[config.mk]
export PLATFORM = sky130hd
export DESIGN_NAME = par_to_ser
export DESIGN_NICKNAME = d
export VERILOG_FILES = /design/src/rtl/par_to_ser.sv
export SDC_FILE = /design/constraint.sdc
export NUM_CORES = 1
export LEC_CHECK = 0
export ABC_AREA = 1
export BUFFER_PORTS_ARGS = -buffer_cell sky130_fd_sc_hd__buf_2
export CORE_MARGIN = 2
export CORE_UTILIZATION = 35
export DETAILED_ROUTE_END_ITERATION = 8
export REMOVE_ABC_BUFFERS = 1
export SLEW_MARGIN = 20
export SYNTH_ARGS = -nofsm -noshare
export SYNTH_HDL_FRONTEND = slang
export SYNTH_SLANG_ARGS = --single-unit
[constraint.sdc]
create_clock -name clk -period 1.5 [get_ports clk]
set_clock_uncertainty 0.05 [all_clocks]
set_input_delay 0.3 -clock clk [delete_from_list [all_inputs] [get_ports clk]]
set_output_delay 0.3 -clock clk [all_outputs]
set_load 0.01 [all_outputs]
[src/rtl/par_to_ser.sv]
// Parallel-to-serial converter: accepts a WIDTH-bit word over valid/ready and
// shifts it out one bit per clock with frame markers. Optional parity bit: PAR_TO_SER_PARITY_EN.
module par_to_ser #(
  parameter int WIDTH      = 8,
  parameter bit MSB_FIRST  = 1'b1,
  parameter bit IDLE_LEVEL = 1'b0
) (
  input  logic             clk,
  input  logic             rst,
  input  logic             load_valid,
  output logic             load_ready,
  input  logic [WIDTH-1:0] load_data,
  output logic             ser_out,
  output logic             ser_valid,
  output logic             frame_start,
  output logic             frame_end,
  output logic             busy,
  output logic [1:0]       o_dbg_state
);

  // Handshake: a word transfers on a rising edge where load_valid && load_ready;
  // load_ready depends only on state, load_data is sampled only on that edge.

  localparam int CW = (WIDTH > 1) ? $clog2(WIDTH) : 1;
  localparam logic [CW-1:0] CNT_LAST = CW'(WIDTH - 1);

  localparam logic [1:0] S_IDLE  = 2'd0;
  localparam logic [1:0] S_SHIFT = 2'd1;
`ifdef PAR_TO_SER_PARITY_EN
  localparam logic [1:0] S_PARITY = 2'd2;
`else
  localparam logic [CW-1:0] CNT_PENULT = CW'(WIDTH - 2);
`endif

  logic [1:0]       r_state;
  logic [CW-1:0]    r_cnt;
  logic [WIDTH-1:0] r_sreg;
  logic             r_ser_out;
  logic             r_ser_valid;
  logic             r_frame_start;
  logic             r_frame_end;
`ifdef PAR_TO_SER_PARITY_EN
  logic             r_parity;
`endif

  logic             w_last_bit;
  logic             w_accept;
  logic             w_load_bit;
  logic [WIDTH-1:0] w_load_rest;
  logic             w_next_bit;
  logic [WIDTH-1:0] w_sreg_rest;

  assign w_last_bit  = (r_state == S_SHIFT) && (r_cnt == CNT_LAST);
  assign w_accept    = load_valid & load_ready;

  // The first bit goes straight to ser_out; sreg keeps the rest pre-shifted.
  assign w_load_bit  = MSB_FIRST ? load_data[WIDTH-1] : load_data[0];
  assign w_load_rest = MSB_FIRST ? (load_data << 1) : (load_data >> 1);
  assign w_next_bit  = MSB_FIRST ? r_sreg[WIDTH-1] : r_sreg[0];
  assign w_sreg_rest = MSB_FIRST ? (r_sreg << 1) : (r_sreg >> 1);

  always_comb begin
    load_ready = 1'b0;
`ifdef PAR_TO_SER_PARITY_EN
    load_ready = (r_state == S_IDLE) || (r_state == S_PARITY);
`else
    load_ready = (r_state == S_IDLE) || w_last_bit;
`endif
  end

  always_ff @(posedge clk or posedge rst) begin
    if (rst) begin
      r_state       <= S_IDLE;
      r_cnt         <= '0;
      r_sreg        <= '0;
      r_ser_out     <= IDLE_LEVEL;
      r_ser_valid   <= 1'b0;
      r_frame_start <= 1'b0;
      r_frame_end   <= 1'b0;
`ifdef PAR_TO_SER_PARITY_EN
      r_parity      <= 1'b0;
`endif
    end else if (w_accept) begin
      r_state       <= S_SHIFT;
      r_cnt         <= '0;
      r_sreg        <= w_load_rest;
      r_ser_out     <= w_load_bit;
      r_ser_valid   <= 1'b1;
      r_frame_start <= 1'b1;
      r_frame_end   <= 1'b0;
`ifdef PAR_TO_SER_PARITY_EN
      r_parity      <= ^load_data;
`endif
    end else begin
      case (r_state)
        S_SHIFT: begin
          if (!w_last_bit) begin
            r_cnt         <= r_cnt + CW'(1);
            r_sreg        <= w_sreg_rest;
            r_ser_out     <= w_next_bit;
            r_frame_start <= 1'b0;
`ifdef PAR_TO_SER_PARITY_EN
            r_frame_end   <= 1'b0;
`else
            r_frame_end   <= (r_cnt == CNT_PENULT);
`endif
          end else begin
`ifdef PAR_TO_SER_PARITY_EN
            // Parity bit closes the frame and carries the end marker.
            r_state       <= S_PARITY;
            r_ser_out     <= r_parity;
            r_frame_start <= 1'b0;
            r_frame_end   <= 1'b1;
`else
            r_state       <= S_IDLE;
            r_cnt         <= '0;
            r_ser_out     <= IDLE_LEVEL;
            r_ser_valid   <= 1'b0;
            r_frame_start <= 1'b0;
            r_frame_end   <= 1'b0;
`endif
          end
        end
        default: begin
          r_state       <= S_IDLE;
          r_cnt         <= '0;
          r_ser_out     <= IDLE_LEVEL;
          r_ser_valid   <= 1'b0;
          r_frame_start <= 1'b0;
          r_frame_end   <= 1'b0;
        end
      endcase
    end
  end

  assign ser_out     = r_ser_out;
  assign ser_valid   = r_ser_valid;
  assign frame_start = r_frame_start;
  assign frame_end   = r_frame_end;
  assign busy        = (r_state != S_IDLE);
  assign o_dbg_state = r_state;

endmodule
Word-level counts from Yosys, hierarchy flattened

Cells that the tools add are included.

Bits in registers: 17
Latch bits: 0
RAM bits: 0
Bits in read-only memories: 0
Bits of input ports: 11
Output and inout port bits: 8
Logic and storage cells: 39
Memories kept: 0

$add $sub $neg: 1
Multiply operators: 0
Div/mod/pow operators: 0
Order comparisons: 0
Equality and inequality tests: 5
Shift-type cells: 0
Multiplexer cells: 19
Bitwise gates (word level): 1
Reductions and logical operators: 6

Operators with widths:

| cell                                                 | number |
|---|---|
| two-way mux 8 bit                                    | 3 |
| two-way mux 1 bit                                    | 10 |
| two-way mux 3 bit                                    | 3 |
| equality test 3 bit (second input constant)          | 2 |
| two-way mux 2 bit                                    | 3 |
| nonzero test 2 bit                                   | 2 |
| adder 3 x 1 -> 3 bit (second input constant)         | 1 |
| != test 3 bit (second input constant)                | 1 |
| equality test 2 x 1 -> 1 bit (second input constant) | 1 |
| zero test 2 bit                                      | 1 |
| != test 2 x 1 -> 1 bit (second input constant)       | 1 |
| AND reduction 2 bit                                  | 1 |
| AND 1 bit                                            | 1 |
| logical AND 1 bit                                    | 1 |
| logical OR 1 bit                                     | 1 |

Depth between registers and ports, before layout

Gate-level depths: netlist of run 1.

Depth after elaboration: 6
Gate-level depth with buffers: 7
Mapped depth without buffers: 6

Least setup slack after synthesis of run 1

No wires, ideal clock.

Path kind: reg2out
Start: reg r_cnt[0]
End: out load_ready
Arrival: 1014 ps
Required time: 1150 ps
Slack: 136 ps
Cell stages (with the launch flop): 6
Path buffers: 1
Cells stage by stage: dfrtp_1 -> ha_1 -> ha_1 -> inv_1 -> nand2_2 -> buf_6

Longest elaborated chain between the ends: 3

Ends and longest elaborated chain:

| element                  | line | RTL |
|---|---|---|
| start: declaration       | 36   | `logic [CW-1:0] r_cnt;` |
| start signal: assignment | 98   | `r_cnt <= r_cnt + CW'(1);` |
| equality test 3 bit      | 53   | `assign w_last_bit = (r_state == S_SHIFT) && (r_cnt == CNT_LAST);` |
| logical AND 1 bit        | 53   |  |
| logical OR 1 bit         | 67   | `load_ready = (r_state == S_IDLE) \|\| w_last_bit;` |
| end: declaration         | 11   | `output logic load_ready,` |

No other way between the ends.

Worst setup path in the final report of run 1

Start: reg r_cnt[1]
End: out load_ready

Same word-level chain as after synthesis.

==> flow_metrics.py, run 1 <==
metrics = {
    "power": {
        "power.clock.fraction_pct": 17.6,
        "vdd_ir_drop_max_uv": 676.9,
        "intPower_mw": 1.007,
        "total_power_mw": 1.549,
        "pwr-share-seq_pct": 38.2,
        "total_leakage_power_nw": 0.4731,
        "power.share.switching_pct": 35.02,
        "total_power_density_per_cell_area_nw_per_um2": 1797,
        "total_switching_power_mw": 0.5424,
        "comb_power_share_pct": 44.2,
    },
    "routing": {
        "detail_route.wl_per_cell_um": 10.84,
        "dr_total_vias": 538,
        "antenna_violating_nets_post_route": 0,
        "drcViolationCount": 0,
        "via_per_inst": 4.521,
        "drtPass1Iterations": 4,
        "drtIter0Drc": 4,
        "drt-total-wl_mm": 1.290,
    },
    "timing": {
        "worst_pin_slew_ns": 0.5373,
        "post-route-min-period_ns": 1.591,
        "maxClockFrequency_mhz": 628.7,
        "timing.max_slew.rel_slack_pct": 64.14,
        "fin_worst_hold_slack_ns": -0.005690,
        "timing.final.setup_violations": 1,
        "final-max-slew-violation-count": 0,
        "postLayoutSetupSlackWorst_ns": -0.09071,
        "grt_setup_unrepaired": "true",
        "finalCritPeriodShare_pct": 106.0,
        "finalHoldViolCount": 8,
    },
    "critical_path": {
        "worst_path_largest_cell_delay_ns": 0.40,
        "cpMaxStageDelayCell": "sky130_fd_sc_hd__dfrtp_1",
        "timing.critical_path.max_delay_family": "flip-flops",
        "worst_r2r_startpoint": "r_cnt[1]$_DFF_PP0_",
        "critical_path.max_fanout": 2,
        "timing_worst_setup_path_type": "reg2out",
        "timing.rr.end": "r_sreg[3]$_DFFE_PP0P_",
        "ff2ff_path_depth": 8,
        "cp.required_ns": 1.15,
        "cp-end-kind": "output pin",
        "timing.critical_path.arrival_ns": 1.24,
        "timing.critical_path.buf_inv": 2,
        "crit_path_start_kind": "flop",
        "path_cells": "ha_2 > ha_4 > inv_2 > nand2_4 > buf_6",
        "rrSetupSlack_ns": 0.03,
    },
    "clocking": {
        "clock_insertion_delay_worst_skew_ns": 0.28,
        "numClockSinks": 14,
        "tritoncts.num_buffers": 3,
        "h-tree-depth": 1,
        "clkSlewWorstSetupHoldPaths_ns": 0.09,
        "cts.path.max_buffers": 2,
        "cts_root_buf": "sky130_fd_sc_hd__clkbuf_4",
        "cts_tree": "yes",
    },
    "floorplan": {
        "initial_utilization_pct": 37.78,
        "die_area_um2": 2247,
        "core_area_um2": 1745,
        "num_io_pins": 19,
        "floorplan.die.width_um": 47.41,
        "die-height_um": 47.41,
        "floorplan.rows": 15,
    },
    "synthesis": {
        "ys_seq_elements": 14,
        "synthDistinctLibCells": 14,
        "ys.warnings.count": 0,
        "average_instance_area_after_synthesis_um2": 9.420,
        "synth_seq_area_share_pct": 53.13,
        "syn-cell-area_um2": 659.4,
        "synth_cells": 70,
    },
    "placement": {
        "place.gp.congestion": 0.6775,
        "dp.final_hpwl_um": 879,
        "portBuffers": 17,
    },
    "outcome": {
        "failed_checks": "negative hold slack, negative setup slack",
        "run_status": "complete, but fails checks",
    },
    "global_routing": {
        "grt_max_degree": 15,
        "antenna_found_initial": 0,
        "global_route.usage.total_pct": 13.01,
        "via_count_of_the_first_global_routing_pass": 471,
        "globalRouteOverflowTotal": 0,
        "grt_pass1_wl_mm": 2.007,
    },
    "min_path": {
        "hold_class": "in2async",
    },
    "layout": {
        "most_common_library_cell_in_the_layout_ignoring_fill_and_taps": "sky130_fd_sc_hd__nand3_1",
        "diodes": 0,
        "areaGrowthSynthToFinish_pct": 30.74,
        "final_cell_mix": "sky130_fd_sc_hd__nand3_1, sky130_fd_sc_hd__buf_2, sky130_fd_sc_hd__dfrtp_1, sky130_fd_sc_hd__nand2_1, sky130_fd_sc_hd__buf_4",
        "fin_util_pct": 49.39,
        "layout-drive-gt1-share_pct": 41.49,
        "finalNetCount": 109,
    },
    "job": {
        "max_cap_violations": 0,
    },
}
## power groups by stage
stage | Combinational, mW | Sequential (mW) | Clock (mW)
after global routing | 0.774 | 0.615 | 0.301
after floorplan | 0.298 | 0.601 | 0
after CTS | 0.617 | 0.592 | 0.280
after global placement | 0.481 | 0.588 | 0
after detailed placement | 0.492 | 0.595 | 0
final | 0.685 | 0.592 | 0.272
## per-stage QoR
step / TNS [ns] / instance area, um^2 / hold WS [ns] / setup WS [ns] / std cells
after floorplan: 0 / 606.8 / 0.1392 / 0.1100 / 64
after global placement: 0 / 738.2 / 0.3093 / 0.06173 / 108
after detailed placement: 0 / 738.2 / 0.3151 / 0.02141 / 108
after CTS: -0.09719 / 830.8 / 0.01138 / -0.09719 / 116
after global routing: -0.2390 / 862.1 / 0.03405 / -0.1361 / 119
final: -0.09071 / 862.1 / -0.005690 / -0.09071 / 119
## cells by family (layout without fill, tap and decap cells)
kind of cell / Yosys count / in the layout / share of synthesized area (%)
other cells: 1 / 1 / 0.5687
fa+ha+maj: 3 / 3 / 5.693
buf+inv: 14 / 38 / 12.52
simple gates: 37 / 37 / 26.76
compound gates: 1 / 1 / 1.329
flops: 14 / 14 / 53.13
## per-layer routing
| metal | share of wire (%) | global-route usage (%) | up-vias |
|---|---|---|---|
| met5 | 0 | 0 | - |
| met4 | 0.47 | 6.667 | 0 |
| met3 | 5.9 | 2.308 | 2 |
| met2 | 51 | 22.16 | 18 |
| met1 | 43 | 15.49 | 249 |
| li1 | - | - | 269 |
## repair_timing
action / 4_1_cts / 5_1_grt
setup endpoints to repair: 1 / 7
hold buffers: 0 / 0
pin swaps: 1 / 2
setup buffers: 4 / 3
cloned: 0 / 0
hold endpoints to repair: 0 / 0
resized for setup: 6 / 2
## registers in the layout (all words and copies together) (netlist names)
name	flops
frame_start	1
r_cnt	3
frame_end	1
ser_out	1
ser_valid	1
r_sreg	7
## synthesized netlist by cell type, drive strengths merged
| cell | n | share of area [%] |
|---|---|---|
| ha | 3 | 5.7 |
| nor2 | 5 | 3.2 |
| dfrtp | 14 | 53 |
| conb | 1 | 0.57 |
| nand3 | 20 | 15 |
| buf | 6 | 8.0 |
| inv | 8 | 4.6 |
| o21ai | 1 | 1.3 |
| nand2 | 12 | 8.4 |
## cell type report
class	count	area (um^2)
Clock buffer	4	36.28
Fill cell	176	883.3
Inverter	8	30.03
Multi-Input combinational cell	42	251.5
Sequential cell	14	350.3
Tap cell	25	31.28
Timing Repair Buffer	26	162.7
## worst max path at each step
stage,startpoint,endpoint,slack (ns),cells after the start
after detailed placement,r_cnt[0]$_DFF_PP0_,load_ready,0.02,5
final,r_cnt[1]$_DFF_PP0_,load_ready,-0.09,5
after global placement,r_cnt[0]$_DFF_PP0_,load_ready,0.06,5
after floorplan,r_cnt[0]$_DFF_PP0_,r_sreg[2]$_DFFE_PP0P_,0.11,6
after global routing,r_cnt[1]$_DFF_PP0_,load_ready,-0.14,5
after CTS,r_cnt[1]$_DFF_PP0_,load_ready,-0.1,5
(Power assumes the default switching activity.)
==> inputs of run 2 (changes only) <==
--- a/config.mk
+++ b/config.mk
@@ -10,7 +10,9 @@
 export CORE_MARGIN = 2
 export CORE_UTILIZATION = 35
 export DETAILED_ROUTE_END_ITERATION = 8
+export PLACE_DENSITY = 0.64
 export REMOVE_ABC_BUFFERS = 1
+export SKIP_CTS_REPAIR_TIMING = 1
 export SLEW_MARGIN = 20
 export SYNTH_ARGS = -nofsm -noshare
 export SYNTH_HDL_FRONTEND = slang
==> run 2 against run 1 <==
Effect of this change: the flow still finishes with violations (negative hold slack, negative setup slack); cell count shrank 5.9%; wire length shrank 8.1%; core utilization shrank 3.2 points; critical path depth is the same; die area is the same; global-route usage grew 0.17 points; highest routed layer unchanged.
==> flow_metrics.py, run 2 (synthesized netlist as in run 1, its figures left out) <==
metrics = {
    "critical_path": {
        "timing.rr.end": "r_sreg[2]$_DFFE_PP0P_",
        "crit_path_start_kind": "flop",
        "worst_r2r_startpoint": "r_cnt[1]$_DFF_PP0_",
        "timing.critical_path.arrival_ns": 1.26,
        "critical_path.max_fanout": 2,
        "timing_worst_setup_path_type": "reg2out",
        "cp-end-kind": "output pin",
        "rrSetupSlack_ns": 0.11,
        "cp.required_ns": 1.15,
        "worstSetupEndpoint": "load_ready",
        "ff2ff_path_depth": 7,
        "critical_path.startpoint": "r_cnt[1]$_DFF_PP0_",
    },
    "floorplan": {
        "initial_utilization_pct": 37.78,
        "floorplan.die.width_um": 47.41,
        "num_io_pins": 19,
        "core_area_um2": 1745,
        "die-height_um": 47.41,
        "die_area_um2": 2247,
        "floorplan.rows": 15,
    },
    "layout": {
        "final_cell_mix": "sky130_fd_sc_hd__nand3_1, sky130_fd_sc_hd__buf_2, sky130_fd_sc_hd__dfrtp_1, sky130_fd_sc_hd__nand2_1, sky130_fd_sc_hd__inv_1",
        "fin_util_pct": 46.16,
        "final_design_area_no_fill_um2": 805.8,
        "areaGrowthSynthToFinish_pct": 22.20,
        "diodes": 0,
        "finalNetCount": 102,
        "layout-drive-gt1-share_pct": 37.93,
        "post_layout_nonfiller_instances": 112,
        "registers.top_by_ff_count": "r_sreg",
        "largest_reg_flops": 7,
        "most_common_library_cell_in_the_layout_ignoring_fill_and_taps": "sky130_fd_sc_hd__nand3_1",
        "layout_top_registers": "r_sreg: 7 flops, r_cnt: 3 flops",
    },
    "global_routing": {
        "globalRouteOverflowTotal": 0,
        "via_count_of_the_first_global_routing_pass": 445,
        "grt_max_degree": 20,
        "antenna_found_initial": 0,
        "global_route.usage.total_pct": 13.18,
        "grt_pass1_wl_mm": 1.932,
    },
    "routing": {
        "drtIter0Drc": 9,
        "drt-total-wl_mm": 1.186,
        "drcViolationCount": 0,
        "via_per_inst": 4.580,
        "drtPass1Iterations": 4,
        "antenna_violating_nets_post_route": 0,
        "detail_route.wl_per_cell_um": 10.59,
        "dr_total_vias": 513,
    },
    "timing": {
        "final-max-slew-violation-count": 0,
        "fin_worst_hold_slack_ns": -0.01677,
        "worst_pin_slew_ns": 0.5287,
        "timing.final.setup_violations": 1,
        "postLayoutSetupSlackWorst_ns": -0.1112,
        "post-route-min-period_ns": 1.611,
        "finalHoldViolCount": 14,
        "grt_setup_unrepaired": "true",
        "finalCritPeriodShare_pct": 107.4,
        "timing.max_slew.rel_slack_pct": 64.71,
        "maxClockFrequency_mhz": 620.7,
    },
    "job": {
        "max_cap_violations": 0,
    },
    "clocking": {
        "clock_insertion_delay_worst_skew_ns": 0.29,
        "cts.path.max_buffers": 2,
        "cts_tree": "yes",
        "h-tree-depth": 1,
        "clkSlewWorstSetupHoldPaths_ns": 0.09,
        "tritoncts.num_buffers": 3,
        "numClockSinks": 14,
        "cts_root_buf": "sky130_fd_sc_hd__clkbuf_4",
    },
    "min_path": {
        "hold_class": "in2async",
    },
    "power": {
        "total_power_density_per_cell_area_nw_per_um2": 1734,
        "total_leakage_power_nw": 0.4363,
        "vdd_ir_drop_max_uv": 932.3,
    },
    "placement": {
        "detailed_place.area_um2": 743.2,
        "place.detailed.instances": 107,
        "dp.final_hpwl_um": 807,
        "portBuffers": 17,
        "place.gp.congestion": 0.7498,
    },
    "outcome": {
        "run_status": "complete, but fails checks",
        "failed_checks": "negative hold slack, negative setup slack",
    },
}
[run 2: stage by stage]
step	worst slack [ns]	hold slack (ns)	power, mW	setup TNS [ns]
2_1_floorplan	0.1100	0.1392	0.8994	0
4_1_cts	-0.2352	0.004353	1.390	-0.2352
5_1_grt	-0.1842	0.02964	1.530	-0.1842
6_report	-0.1112	-0.01677	1.397	-0.1112
3_3_place_gp	0.1123	0.3124	1.093	0
3_5_place_dp	0.09197	0.3223	1.114	0
[run 2: worst max-delay path, stage by stage, from the launching register on]
cell,delay [ns]
sky130_fd_sc_hd__dfrtp_1,0.41
sky130_fd_sc_hd__ha_2,0.20
sky130_fd_sc_hd__ha_4,0.16
sky130_fd_sc_hd__inv_2,0.04
sky130_fd_sc_hd__nand2_2,0.05
sky130_fd_sc_hd__buf_6,0.12
[run 2: cell type report]
type                    instances  area (um^2)
fillers                       181        939.7
flip-flops and latches         14        350.3
multi-input cells              42        251.5
repair buffers                 19        106.4
clock buffers                   4        36.28
well taps                      25        31.28
inverters                       8        30.03
[run 2: worst min path at each step]
stage | cells past startpoint | slack [ns] | start | end
2_1_floorplan | 1 | 0.14 | rst | frame_end$_DFF_PP0_
3_3_place_gp | 2 | 0.31 | rst | frame_start$_DFF_PP0_
3_5_place_dp | 2 | 0.32 | rst | frame_start$_DFF_PP0_
4_1_cts | 2 | 0.004 | rst | frame_start$_DFF_PP0_
5_1_grt | 2 | 0.03 | rst | frame_start$_DFF_PP0_
6_report | 2 | -0.02 | rst | frame_start$_DFF_PP0_
[run 2: power breakdown]
group	internal [mW]	switching (mW)	total, mW
clock	0.148	0.124	0.272
sequential	0.512	0.0807	0.593
combinational	0.231	0.301	0.532
[run 2: metal layers]
layer / track usage [%] / vias to the layer above / share of wire [%]
li1: - / 251 / -
met1: 15.35 / 242 / 45
met2: 20.54 / 18 / 47
met3: 5.769 / 2 / 7.3
met4: 6.667 / 0 / 1.0
met5: 0 / - / 0
==> inputs of run 3 (changes only) <==
--- a/config.mk
+++ b/config.mk
@@ -17,3 +17,4 @@
 export SYNTH_ARGS = -nofsm -noshare
 export SYNTH_HDL_FRONTEND = slang
 export SYNTH_SLANG_ARGS = --single-unit
+export TNS_END_PERCENT = 30
==> constraint.sdc (replaced) <==
create_clock -name clk -period 2.06 [get_ports clk]
set_clock_uncertainty 0.05 [all_clocks]
set_input_delay 0.412 -clock clk [delete_from_list [all_inputs] [get_ports clk]]
set_output_delay 0.412 -clock clk [all_outputs]
set_load 0.01 [all_outputs]
==> run 3 against run 2 <==
Effect of this change: the run now ends clean; global-route usage decreased by 2.0 points; total power decreased by 35%; core utilization decreased by 3.0 points; critical endpoint unchanged.
==> flow_metrics.py, run 3 (synthesized netlist as in run 1, its figures left out) <==
metrics = {
    "outcome": {
        "run_status": "completed",
    },
    "clocking": {
        "cts_root_buf": "sky130_fd_sc_hd__clkbuf_4",
        "h-tree-depth": 1,
        "tritoncts.num_buffers": 3,
        "cts.path.max_buffers": 2,
        "cts_tree": "yes",
        "clock_insertion_delay_worst_skew_ns": 0.27,
        "clkSlewWorstSetupHoldPaths_ns": 0.08,
        "numClockSinks": 14,
    },
    "critical_path": {
        "crit_path_start_kind": "flop",
        "critical_path.max_fanout": 3,
        "cp-end-kind": "output pin",
        "timing_worst_setup_path_type": "reg2out",
        "timing.critical_path.arrival_ns": 1.33,
        "cp.required_ns": 1.60,
    },
    "timing": {
        "finalHoldViolCount": 0,
        "timing.final.setup_violations": 0,
        "maxClockFrequency_mhz": 559.0,
        "fin_worst_hold_slack_ns": 0.1210,
        "timing.max_slew.rel_slack_pct": 63.47,
        "grt_setup_unrepaired": "false",
        "worst_pin_slew_ns": 0.5473,
        "postLayoutSetupSlackWorst_ns": 0.2712,
        "post-route-min-period_ns": 1.789,
        "finalCritPeriodShare_pct": 86.84,
        "final-max-slew-violation-count": 0,
        "tns_ns": 0,
    },
    "global_routing": {
        "antenna_found_initial": 0,
        "grt_max_degree": 20,
        "globalRouteOverflowTotal": 0,
        "grt_pass1_wl_mm": 1.725,
        "global_route.usage.total_pct": 11.18,
        "via_count_of_the_first_global_routing_pass": 369,
    },
    "layout": {
        "areaGrowthSynthToFinish_pct": 14.23,
        "final_cell_mix": "sky130_fd_sc_hd__nand3_1, sky130_fd_sc_hd__buf_2, sky130_fd_sc_hd__dfrtp_1, sky130_fd_sc_hd__nand2_1, sky130_fd_sc_hd__inv_1",
        "layout.filler_cells": 189,
        "post_layout_nonfiller_instances": 110,
        "fin_util_pct": 43.15,
        "final_design_area_no_fill_um2": 753.2,
        "largest_reg_flops": 7,
        "layout-drive-gt1-share_pct": 31.76,
        "finalNetCount": 101,
        "registers.top_by_ff_count": "r_sreg",
        "diodes": 0,
        "most_common_library_cell_in_the_layout_ignoring_fill_and_taps": "sky130_fd_sc_hd__nand3_1",
        "layout_top_registers": "r_sreg: 7 flops, r_cnt: 3 flops",
    },
    "floorplan": {
        "die_area_um2": 2247,
        "floorplan.rows": 15,
        "die-height_um": 47.41,
        "num_io_pins": 19,
        "floorplan.die.width_um": 47.41,
        "initial_utilization_pct": 37.78,
        "core_area_um2": 1745,
    },
    "power": {
        "vdd_ir_drop_max_uv": 680.9,
        "total_power_mw": 0.9148,
        "total_leakage_power_nw": 0.4230,
        "total_power_density_per_cell_area_nw_per_um2": 1215,
    },
    "routing": {
        "drcViolationCount": 0,
        "detail_route.wl_per_cell_um": 10.26,
        "antenna_violating_nets_post_route": 0,
        "via_per_inst": 4.364,
        "drtPass1Iterations": 4,
        "dr_total_vias": 480,
        "drt-total-wl_mm": 1.129,
        "drtIter0Drc": 12,
    },
    "job": {
        "max_cap_violations": 0,
    },
    "placement": {
        "place.detailed.instances": 107,
        "place.gp.congestion": 0.7818,
        "portBuffers": 17,
        "placement.setup.worst_slack_ns": 0.5607,
        "detailed_place.area_um2": 730.7,
        "dp.final_hpwl_um": 791.7,
    },
    "min_path": {
        "hold_class": "in2async",
    },
}
-- run 3: area by class of cell --
cell class / instances / area [um^2] / share of cell area [%]
flip-flops and latches: 14 / 350.3 / 46.51
well taps: 25 / 31.28 / 4.153
multi-input cells: 42 / 226.5 / 30.07
clock buffers: 3 / 22.52 / 2.990
repair buffers: 18 / 92.59 / 12.29
inverters: 8 / 30.03 / 3.987
-- run 3: critical path: stages (launching register included) --
cell                      delay [ns]
sky130_fd_sc_hd__dfrtp_1        0.40
sky130_fd_sc_hd__ha_1           0.21
sky130_fd_sc_hd__ha_1           0.20
sky130_fd_sc_hd__inv_1          0.07
sky130_fd_sc_hd__nand2_2        0.05
sky130_fd_sc_hd__buf_2          0.14
-- run 3: path summary, 6_finish.rpt --
| check | slack [ns] | depth (start not counted) | start | end |
|---|---|---|---|---|
| worst max-delay path | 0.27 | 5 | r_cnt[0]$_DFF_PP0_ | load_ready |
| max in group asynchronous | 1.48 | 2 | rst | r_sreg[2]$_DFFE_PP0P_ |
| worst max register to register | 0.61 | 7 | r_cnt[0]$_DFF_PP0_ | r_sreg[3]$_DFFE_PP0P_ |
| worst min-delay path | 0.12 | 2 | rst | frame_end$_DFF_PP0_ |
| worst min register to register | 0.41 | 1 | r_cnt[0]$_DFF_PP0_ | r_cnt[0]$_DFF_PP0_ |
| min in group clk | 0.32 | 3 | load_data[7] | ser_out$_DFF_PP0_ |
-- run 3: metal layers --
layer	wire length, um	share of wire, %	vias up	GRT usage, %
met2	499	44	14	15.14
met1	561	50	214	16.19
met5	0	0	-	0
met3	61	5.4	2	4.615
met4	6	0.53	0	3.333
li1	-	-	250	-
-- run 3: power by group --
part	internal, mW	switching [mW]	total, mW
clock	0.0675	0.0816	0.149
combinational	0.137	0.206	0.343
sequential	0.373	0.0501	0.423
total	0.577	0.337	0.915
